`config.mk`:
```
export PLATFORM = sky130hd
export DESIGN_NAME = sd_clock_gen_flat
export DESIGN_NICKNAME = d
export VERILOG_FILES = /design/src/rtl/sd_clk_pkg.sv /design/src/rtl/sd_clock_gen_if.sv /design/src/rtl/sd_clock_gen.sv /design/src/flat_wrapper.sv
export SDC_FILE = /design/constraint.sdc
export NUM_CORES = 1
export LEC_CHECK = 0
export BUFFER_PORTS_ARGS = -buffer_cell sky130_fd_sc_hd__buf_4
export CORE_MARGIN = 5
export CORE_UTILIZATION = 40
export DETAILED_ROUTE_END_ITERATION = 7
export REMOVE_ABC_BUFFERS = 1
export SYNTH_ARGS = -nofsm -noshare
export SYNTH_HDL_FRONTEND = slang
export SYNTH_SLANG_ARGS = --single-unit
```
`constraint.sdc`:
```
create_clock -name AXI_CLOCK -period 4.6 [get_ports AXI_CLOCK]
set_clock_uncertainty 0.05 [all_clocks]
set_input_delay 0.92 -clock AXI_CLOCK [delete_from_list [all_inputs] [get_ports AXI_CLOCK]]
set_output_delay 0.92 -clock AXI_CLOCK [all_outputs]
set_load 0.01 [all_outputs]
```
`src/rtl/sd_clk_pkg.sv`:
```
// Shared SD card-clock definitions: generator state encoding and default sizing.
// Also used by the CMD/DAT engines to interpret the clock generator state.
package sd_clk_pkg;

  localparam int unsigned SD_DIV_W_DEFAULT         = 10;
  localparam int unsigned SD_STABLE_CYCLES_DEFAULT = 16;

  typedef enum logic [2:0] {
    SD_OFF         = 3'd0,
    SD_STABILISING = 3'd1,
    SD_STOPPED     = 3'd2,
    SD_RUNNING     = 3'd3,
    SD_STOPPING    = 3'd4
  } sd_clk_state_e;

  // Card clock is being generated (a phase may be in progress).
  function automatic logic sd_clk_is_clocking(sd_clk_state_e s);
    return (s == SD_RUNNING) || (s == SD_STOPPING);
  endfunction

  // Internal clock has finished its stabilisation sequence.
  function automatic logic sd_clk_is_stable(sd_clk_state_e s);
    return (s == SD_STOPPED) || (s == SD_RUNNING) || (s == SD_STOPPING);
  endfunction

endpackage

```
`src/rtl/sd_clock_gen_if.sv`:
```
// Clock Control register side of the SD clock generator plus its status/strobe outputs.
interface sd_clock_gen_if
  import sd_clk_pkg::*;
#(
  parameter int unsigned DIV_W = SD_DIV_W_DEFAULT
);

  logic             INT_CLK_EN;
  logic             SD_CLK_EN;
  logic [DIV_W-1:0] DIVISOR;
  logic             DIV_LOAD;

  logic             sd_clk;
  logic             sd_clk_rise;
  logic             sd_clk_fall;
  logic             Internal_clk_stable;
  logic             sd_clk_active;
  logic             div_busy;

  modport master (
    output INT_CLK_EN, SD_CLK_EN, DIVISOR, DIV_LOAD,
    input  sd_clk, sd_clk_rise, sd_clk_fall, Internal_clk_stable, sd_clk_active, div_busy
  );

  modport slave (
    input  INT_CLK_EN, SD_CLK_EN, DIVISOR, DIV_LOAD,
    output sd_clk, sd_clk_rise, sd_clk_fall, Internal_clk_stable, sd_clk_active, div_busy
  );

endinterface

```
`src/rtl/sd_clock_gen.sv`:
```
// SD/eMMC card-clock generator: stabilisation sequence, pulse-preserving gating,
// runt-free divisor updates at high->low boundaries and one-cycle edge strobes.
module sd_clock_gen
  import sd_clk_pkg::*;
#(
  parameter int unsigned DIV_W         = SD_DIV_W_DEFAULT,
  parameter int unsigned STABLE_CYCLES = SD_STABLE_CYCLES_DEFAULT
) (
  input logic           AXI_CLOCK,
  input logic           AXI_RST,
  sd_clock_gen_if.slave bus
);

  localparam int unsigned STAB_W = (STABLE_CYCLES > 1) ? $clog2(STABLE_CYCLES) : 1;
  localparam int unsigned CNT_W  = (DIV_W > STAB_W) ? DIV_W : STAB_W;
  localparam logic [CNT_W-1:0] STAB_LAST = CNT_W'(STABLE_CYCLES - 1);

  sd_clk_state_e    state_q, state_d;
  logic [CNT_W-1:0] cnt_q, cnt_d;
  logic [DIV_W-1:0] div_active_q, div_active_d;
  logic [DIV_W-1:0] div_pending_q, div_pending_d;
  logic             busy_q, busy_d;
  logic             sd_clk_q, sd_clk_d;
  logic             rise_q, rise_d;
  logic             fall_q, fall_d;
  logic             stable_q, stable_d;
  logic             active_q, active_d;

  logic             div_tick;
  logic [CNT_W-1:0] cnt_step;
  logic             clk_step;
  logic             apply_ok;

  always_ff @(posedge AXI_CLOCK) begin
    if (AXI_RST) begin
      state_q       <= SD_OFF;
      cnt_q         <= '0;
      div_active_q  <= '1;
      div_pending_q <= '1;
      busy_q        <= 1'b0;
      sd_clk_q      <= 1'b0;
      rise_q        <= 1'b0;
      fall_q        <= 1'b0;
      stable_q      <= 1'b0;
      active_q      <= 1'b0;
    end else begin
      state_q       <= state_d;
      cnt_q         <= cnt_d;
      div_active_q  <= div_active_d;
      div_pending_q <= div_pending_d;
      busy_q        <= busy_d;
      sd_clk_q      <= sd_clk_d;
      rise_q        <= rise_d;
      fall_q        <= fall_d;
      stable_q      <= stable_d;
      active_q      <= active_d;
    end
  end

  always_comb begin
    state_d       = state_q;
    cnt_d         = cnt_q;
    sd_clk_d      = sd_clk_q;
    div_active_d  = div_active_q;
    div_pending_d = div_pending_q;
    busy_d        = busy_q;
    apply_ok      = 1'b0;

    // One counter step of the current phase; toggles the clock at terminal count.
    div_tick = (cnt_q == CNT_W'(div_active_q));
    cnt_step = div_tick ? '0 : cnt_q + CNT_W'(1);
    clk_step = sd_clk_q ^ div_tick;

    if (!bus.INT_CLK_EN) begin
      state_d  = SD_OFF;
      cnt_d    = '0;
      sd_clk_d = 1'b0;
      apply_ok = !sd_clk_is_clocking(state_q);
    end else begin
      case (state_q)
        SD_OFF: begin
          cnt_d    = '0;
          sd_clk_d = 1'b0;
          apply_ok = 1'b1;
          state_d  = SD_STABILISING;
        end
        SD_STABILISING: begin
          sd_clk_d = 1'b0;
          apply_ok = 1'b1;
          if (cnt_q == STAB_LAST) begin
            cnt_d   = '0;
            state_d = SD_STOPPED;
          end else begin
            cnt_d = cnt_q + CNT_W'(1);
          end
        end
        SD_STOPPED: begin
          cnt_d    = '0;
          sd_clk_d = 1'b0;
          apply_ok = 1'b1;
          if (bus.SD_CLK_EN) state_d = SD_RUNNING;
        end
        SD_RUNNING: begin
          // A low phase may be stretched by gating; a high phase must finish.
          if (!bus.SD_CLK_EN && !sd_clk_q) begin
            cnt_d   = '0;
            state_d = SD_STOPPED;
          end else begin
            cnt_d    = cnt_step;
            sd_clk_d = clk_step;
            apply_ok = div_tick & sd_clk_q;
            if (!bus.SD_CLK_EN) state_d = div_tick ? SD_STOPPED : SD_STOPPING;
          end
        end
        SD_STOPPING: begin
          cnt_d    = cnt_step;
          sd_clk_d = clk_step;
          apply_ok = div_tick & sd_clk_q;
          if (bus.SD_CLK_EN)  state_d = SD_RUNNING;
          else if (div_tick)  state_d = SD_STOPPED;
        end
        default: begin
          state_d  = SD_OFF;
          cnt_d    = '0;
          sd_clk_d = 1'b0;
        end
      endcase
    end

    // A fresh load always wins over applying the previously pending value.
    if (bus.DIV_LOAD) begin
      div_pending_d = DIV_W'(bus.DIVISOR);
      busy_d        = 1'b1;
    end else if (busy_q && apply_ok) begin
      div_active_d = div_pending_q;
      busy_d       = 1'b0;
    end

    rise_d   = sd_clk_d & ~sd_clk_q;
    fall_d   = ~sd_clk_d & sd_clk_q & bus.INT_CLK_EN;
    stable_d = sd_clk_is_stable(state_d);
    active_d = sd_clk_is_clocking(state_d);
  end

  assign bus.sd_clk              = sd_clk_q;
  assign bus.sd_clk_rise         = rise_q;
  assign bus.sd_clk_fall         = fall_q;
  assign bus.Internal_clk_stable = stable_q;
  assign bus.sd_clk_active       = active_q;
  assign bus.div_busy            = busy_q;

endmodule

```
`src/flat_wrapper.sv`:
```
// flat-port wrapper written by rule: the top's interface ports become plain ports
module sd_clock_gen_flat import sd_clk_pkg::*;
#(
  parameter int unsigned DIV_W         = SD_DIV_W_DEFAULT,
  parameter int unsigned STABLE_CYCLES = SD_STABLE_CYCLES_DEFAULT
)
  (AXI_CLOCK, AXI_RST, bus_INT_CLK_EN, bus_SD_CLK_EN, bus_DIVISOR, bus_DIV_LOAD, bus_sd_clk, bus_sd_clk_rise, bus_sd_clk_fall, bus_Internal_clk_stable, bus_sd_clk_active, bus_div_busy);
  sd_clock_gen_if #(.DIV_W(DIV_W)) bus_i ();
  input logic AXI_CLOCK;
  input logic AXI_RST;
  input wire logic [$bits(bus_i.INT_CLK_EN)-1:0] bus_INT_CLK_EN;
  input wire logic [$bits(bus_i.SD_CLK_EN)-1:0] bus_SD_CLK_EN;
  input wire logic [$bits(bus_i.DIVISOR)-1:0] bus_DIVISOR;
  input wire logic [$bits(bus_i.DIV_LOAD)-1:0] bus_DIV_LOAD;
  output wire logic [$bits(bus_i.sd_clk)-1:0] bus_sd_clk;
  output wire logic [$bits(bus_i.sd_clk_rise)-1:0] bus_sd_clk_rise;
  output wire logic [$bits(bus_i.sd_clk_fall)-1:0] bus_sd_clk_fall;
  output wire logic [$bits(bus_i.Internal_clk_stable)-1:0] bus_Internal_clk_stable;
  output wire logic [$bits(bus_i.sd_clk_active)-1:0] bus_sd_clk_active;
  output wire logic [$bits(bus_i.div_busy)-1:0] bus_div_busy;
  assign bus_i.INT_CLK_EN = bus_INT_CLK_EN;
  assign bus_i.SD_CLK_EN = bus_SD_CLK_EN;
  assign bus_i.DIVISOR = bus_DIVISOR;
  assign bus_i.DIV_LOAD = bus_DIV_LOAD;
  assign bus_sd_clk = bus_i.sd_clk;
  assign bus_sd_clk_rise = bus_i.sd_clk_rise;
  assign bus_sd_clk_fall = bus_i.sd_clk_fall;
  assign bus_Internal_clk_stable = bus_i.Internal_clk_stable;
  assign bus_sd_clk_active = bus_i.sd_clk_active;
  assign bus_div_busy = bus_i.div_busy;
  sd_clock_gen #(.DIV_W(DIV_W), .STABLE_CYCLES(STABLE_CYCLES)) u_core (.AXI_CLOCK(AXI_CLOCK), .AXI_RST(AXI_RST), .bus(bus_i));
endmodule
```
======== Word-level counts from Yosys, hierarchy flattened ========
Index checks and enable logic that the tools add are counted.
word-level totals
  flip-flop bits (word level) ............. 39
  input port bits ......................... 15
  output and inout port bits .............. 6
cells by class
  add/subtract/negate cells ............... 1
  bitwise operators ....................... 9
  equality and inequality tests ........... 9
  reduce and logical (&&, ||, !) cells .... 14
  muxes and demuxes ....................... 21
operator list
  cell                                                                     number
  10-bit 2-to-1 mux                                                        3
  10-bit one-hot mux with 3 select lines                                   1
  3-bit 2-to-1 mux                                                         8
  3-bit one-hot mux with 5 select lines                                    1
  3-bit by 2-bit equality test with 1-bit output (second input constant)   4
  10-bit by 1-bit adder with 10-bit output (second input constant)         1
  10-bit equality test                                                     1
  10-bit by 4-bit equality test with 1-bit output (second input constant)  1
  3-bit equality test (second input constant)                              2
  1-bit 2-to-1 mux                                                         6
  1-bit bitwise AND                                                        4
  1-bit logical OR                                                         4
  1-bit NOT                                                                4
  3-bit by 1-bit equality test with 1-bit output (second input constant)   1
  1-bit zero test                                                          3
  3-bit zero test                                                          1
  1-bit one-hot mux with 3 select lines                                    1
  3-bit OR reduction                                                       1
  1-bit logical AND                                                        2
  1-bit one-hot mux with 2 select lines                                    1
  2-bit AND reduction                                                      1
  2-bit nonzero test                                                       1
  2-bit OR reduction                                                       1
  1-bit bitwise XOR                                                        1

======== Longest topological paths before layout ========
  depth after elaboration ................. 9
  mapped depth ............................ 10
  mapped depth without buffers ............ 9

======== Worst setup path after synthesis ========
OpenSTA, ideal clock, no wires.
  path type ............................... register to register
  start ................................... register u_core.cnt_q[7]
  end ..................................... register u_core.div_active_q[0]
  path slack .............................. 2.603 ns
  arrival ................................. 1.868 ns
  clock period less this slack ............ 1.997 ns
  cell stages (with the launch flop) ...... 11
  path through ............................ dfxtp_1 -> xor2_1 -> nor4_1 -> nand3_1 -> inv_1 -> ha_1 -> and3_1 -> a22oi_1 -> or2_0 -> clkbuf_1 -> o211ai_1
between the ends
  cells in the longest elaborated chain, start to end .. 7
RTL lines
  item                                       RTL line                                  source
  start: declaration                         sd_clock_gen.sv:19                        logic [CNT_W-1:0] cnt_q, cnt_d;
  start signal: assignment                   sd_clock_gen.sv:48                        cnt_q <= cnt_d;
  10-bit equality test (*)                   sd_clock_gen.sv:70                        div_tick = (cnt_q == CNT_W'(div_active_q));
  1-bit bitwise AND (*)                      sd_clock_gen.sv:111, sd_clock_gen.sv:118
  1-bit 2-to-1 mux                           sd_clock_gen.sv:105                       if (!bus.SD_CLK_EN && !sd_clk_q) begin
  1-bit one-hot mux with 3 select lines (*)  sd_clock_gen.sv:80                        case (state_q)
  1-bit 2-to-1 mux (*)                       sd_clock_gen.sv:74                        if (!bus.INT_CLK_EN) begin
  1-bit logical AND (*)                      sd_clock_gen.sv:134                       end else if (busy_q && apply_ok) begin
  2-bit AND reduction (no source line) (*)   n/a
  end signal: assignment                     sd_clock_gen.sv:49                        div_active_q <= div_active_d;
  end: declaration                           sd_clock_gen.sv:20                        logic [DIV_W-1:0] div_active_q, div_active_d;
Mark *: on every way between the ends. The rest lies on a longest branch, timed or not.
A chain may end at the register's enable or synchronous reset.

======== Worst setup path in the final report ========
  start ................................... register u_core.cnt_q[7]
  end ..................................... register u_core.div_active_q[2]
The elaborated chain is that of the path after synthesis.

==> impl_metrics.env <==
export IMPL_track_usage_pct=12.6
export IMPL_critPathTopFamily="simple AND/OR/NAND/NOR gates"
export IMPL_critPathBufInv=1
export IMPL_fill_cells=412
export IMPL_cp_start_kind="register"
export IMPL_synth_top_family_by_area="compound AO/OA/AOI/OAI gates"
export IMPL_seqPwrFrac_pct=55.5
export IMPL_grt_overflow_total=0
export IMPL_synth_distinct_cells=32
export IMPL_clock_latency_ns=0.29
export IMPL_synthXorXnorAreaFrac_pct=9.46
export IMPL_dieArea_um2=5560
export IMPL_power_internal_w=0.000491
export IMPL_cts_buffers_inserted=5
export IMPL_htree_levels=2
export IMPL_first_global_vias=1215
export IMPL_synthMuxAreaShare_pct=0
export IMPL_yosys_area_share_simple_pct=17.8
export IMPL_slowest_stage="a22oi_1"
export IMPL_portBuffers=20
export IMPL_finalSetupViolations=0
export IMPL_via_per_inst=5.04
export IMPL_leakagePower_nw=0.792
export IMPL_grt_setup_unrepaired="no"
export IMPL_cellPowerDensity_nw_per_um2=329
export IMPL_drv_cap=0
export IMPL_crit_fanout=12
export IMPL_antenna_found_initial=0
export IMPL_fin_crit_ns=2.66
export IMPL_fin_cells=260
export IMPL_hpwlAfterDp_um=2370
export IMPL_cts_buffer_depth=2
export IMPL_finalWeightedCongestion=0.967
export IMPL_syn_area_um2=1670
export IMPL_cts_root_buf="clkbuf_8"
export IMPL_p_clk_share_pct=37.8
export IMPL_hold_buffers=0
export IMPL_yosysWarnings=0
export IMPL_ys_ff_latch=39
export IMPL_drt_iter0_markers=86
export IMPL_synth_compound_area_share_pct=18.3
export IMPL_postRouteAntennaNets=0
export IMPL_synthCells=190
export IMPL_crit_type="register to register"
export IMPL_area_growth_pct=16.4
export IMPL_avgRoutedWirePerCell_um=12.1
export IMPL_num_vias=1310
export IMPL_ios=21
export IMPL_placed_cell_area_um2=1840
export IMPL_cts_sinks=39
export IMPL_status="complete, no violations"
export IMPL_worstPathRequired_ns=4.69
export IMPL_fin_nets=226
export IMPL_clkTransAtPathRegs_ns=0.08
export IMPL_power_switching_w=0.000148
export IMPL_cp_cell_sequence="xor2_1, nor4_1, nand3_1, inv_1, ha_1, and3_1, a22oi_1, or2_0, o211ai_1"
export IMPL_post_cts_buffers=0
export IMPL_fmax_mhz=376
export IMPL_worst_ep_arrival_time_ns=2.75
export IMPL_max_vdd_ir_drop_uv=203
export IMPL_finalInstanceArea_um2=1940
export IMPL_core_rowCount=23
export IMPL_final_max_slew_viol_count=0
export IMPL_coreArea_um2=4030
export IMPL_fin_crit_sh_pct=57.8
export IMPL_slowest_delay_ns=0.58
export IMPL_avgSynthCellArea_um2=8.77
export IMPL_cts_tree="built"
export IMPL_die_h_um=74.6
export IMPL_ys_seq_area_share_pct=46.8
export IMPL_chipWidth_um=74.6
export IMPL_comb_power_share_pct=6.7
export IMPL_p_sw_share_pct=23.1
export IMPL_grt_max_degree=23
export IMPL_postCtsResizedCells=0
export IMPL_grt_pass1_wl_um=5400
export IMPL_drtPass1Iterations=4
export IMPL_drive_gt1_share_pct=16.2
export IMPL_finalSetupTns_ns=0
export IMPL_synth_fa_ha_area_share_pct=1.50
export IMPL_drc=0
export IMPL_antenna_cells=0
export IMPL_end_kind="register"
export IMPL_initial_core_util_pct=41.4
export IMPL_placed_cells=252
export IMPL_min_path_type="register to register"
export IMPL_finalWirelength_um=3140
export IMPL_final_hold_viol_count=0
export IMPL_slew_headroom_pct=52.8
export IMPL_worst_slew_pin_slew_ns=0.708
-- sequential cells by signal, indices dropped and copies added (netlist names) --
| name | flops |
|---|---|
| u_core.div_pending_q | 10 |
| u_core.bus.Internal_clk_stable | 1 |
| u_core.bus.sd_clk_fall | 1 |
| u_core.state_q | 3 |
| u_core.bus.sd_clk | 1 |
| u_core.bus.div_busy | 1 |
| u_core.bus.sd_clk_active | 1 |
| u_core.bus.sd_clk_rise | 1 |
| u_core.cnt_q | 10 |
| u_core.div_active_q | 10 |
-- cell usage in the layout (no fill, tap or decap), types with 4 or more instances in the layout --
cell type	count
buf_4	20
clkbuf_8	6
dfxtp_1	39
inv_1	17
nand2_1	17
nand3_1	4
nor2_1	20
o211ai_1	20
o21ai_0	14
xnor2_1	5
xor2_1	13
-- cell type report --
class	count	area, um^2	share of cell area, %
Clock buffer	6	82.6	4.26
Clock inverter	2	16.3	0.838
Inverter	17	63.8	3.29
Multi-Input combinational cell	126	785	40.4
Sequential cell	39	781	40.2
Tap cell	50	62.6	3.22
Timing Repair Buffer	20	150	7.74
-- power by group through the flow --
stage               clock network [W]  registers [W]  logic (W)
floorplan                           0       0.000361  0.0000243
global placement                    0       0.000363  0.0000414
detailed placement                  0       0.000363  0.0000433
CTS                          0.000249       0.000355  0.0000436
global route                 0.000261       0.000356  0.0000484
finish                       0.000241       0.000355  0.0000427
-- logic make-up after synthesis --
logic type | Yosys count
xor+xnor | 18
compound gates | 45
flops | 39
simple gates | 61
fa+ha+maj | 2
buf+inv | 25
-- Yosys cell counts --
cell type	instances	share of area, %
dfxtp_1	39	47
o21ai_2	1	0.53
or3b_2	1	0.53
nand2_1	17	3.8
nor2_1	20	4.5
and2b_2	2	1.1
or2_0	1	0.38
nor2b_1	1	0.38
xnor2_1	5	2.6
and3_1	3	1.1
xor2_1	13	6.8
inv_1	17	3.8
a22oi_1	1	0.45
nand3b_1	2	0.90
buf_6	1	0.68
or4_1	2	0.90
ha_1	2	1.5
a31oi_2	1	0.75
nand2b_1	2	0.75
o211ai_1	20	9.0
nor4_1	2	0.75
or3_1	1	0.38
o21a_1	1	0.45
o22ai_1	2	0.75
o2111a_2	1	0.75
o21ai_0	14	4.2
nor4b_1	1	0.53
a21oi_1	3	0.90
o311ai_0	1	0.53
nor3_1	2	0.60
nand3_1	4	1.2
clkbuf_1	7	1.6
-- worst paths after layout --
path	from	end	slack [ns]	cells past startpoint
max reg2reg	u_core.cnt_q[7]$_SDFF_PP0_	u_core.div_active_q[2]$_SDFFE_PP1P_	1.94	9
max	u_core.cnt_q[7]$_SDFF_PP0_	u_core.div_active_q[2]$_SDFFE_PP1P_	1.94	9
min	u_core.cnt_q[0]$_SDFF_PP0_	u_core.cnt_q[0]$_SDFF_PP0_	0.43	1
min reg2reg	u_core.cnt_q[0]$_SDFF_PP0_	u_core.cnt_q[0]$_SDFF_PP0_	0.43	1
-- metrics by stage --
stage / hold slack (ns) / setup WS, ns / power [W] / util, %
after floorplan: 0.390 / 2.33 / 0.000386 / -
after global placement: 0.417 / 1.99 / 0.000404 / 45.7
after detailed placement: 0.415 / 1.87 / 0.000406 / 45.7
after CTS: 0.432 / 1.92 / 0.000647 / 48.2
after global routing: 0.463 / 1.61 / 0.000665 / 48.2
final: 0.432 / 1.94 / 0.000639 / 48.2
-- routing by layer --
layer  global-route usage [%]  routed length [um]  up-vias
li1                         -                   -      689
met1                     15.8                1480      592
met2                     20.1                1450       24
met3                     4.05                 160        5
met4                     5.34                  47        0
met5                        0                   0        -
Note: power is estimated with default switching activity, not from simulation.
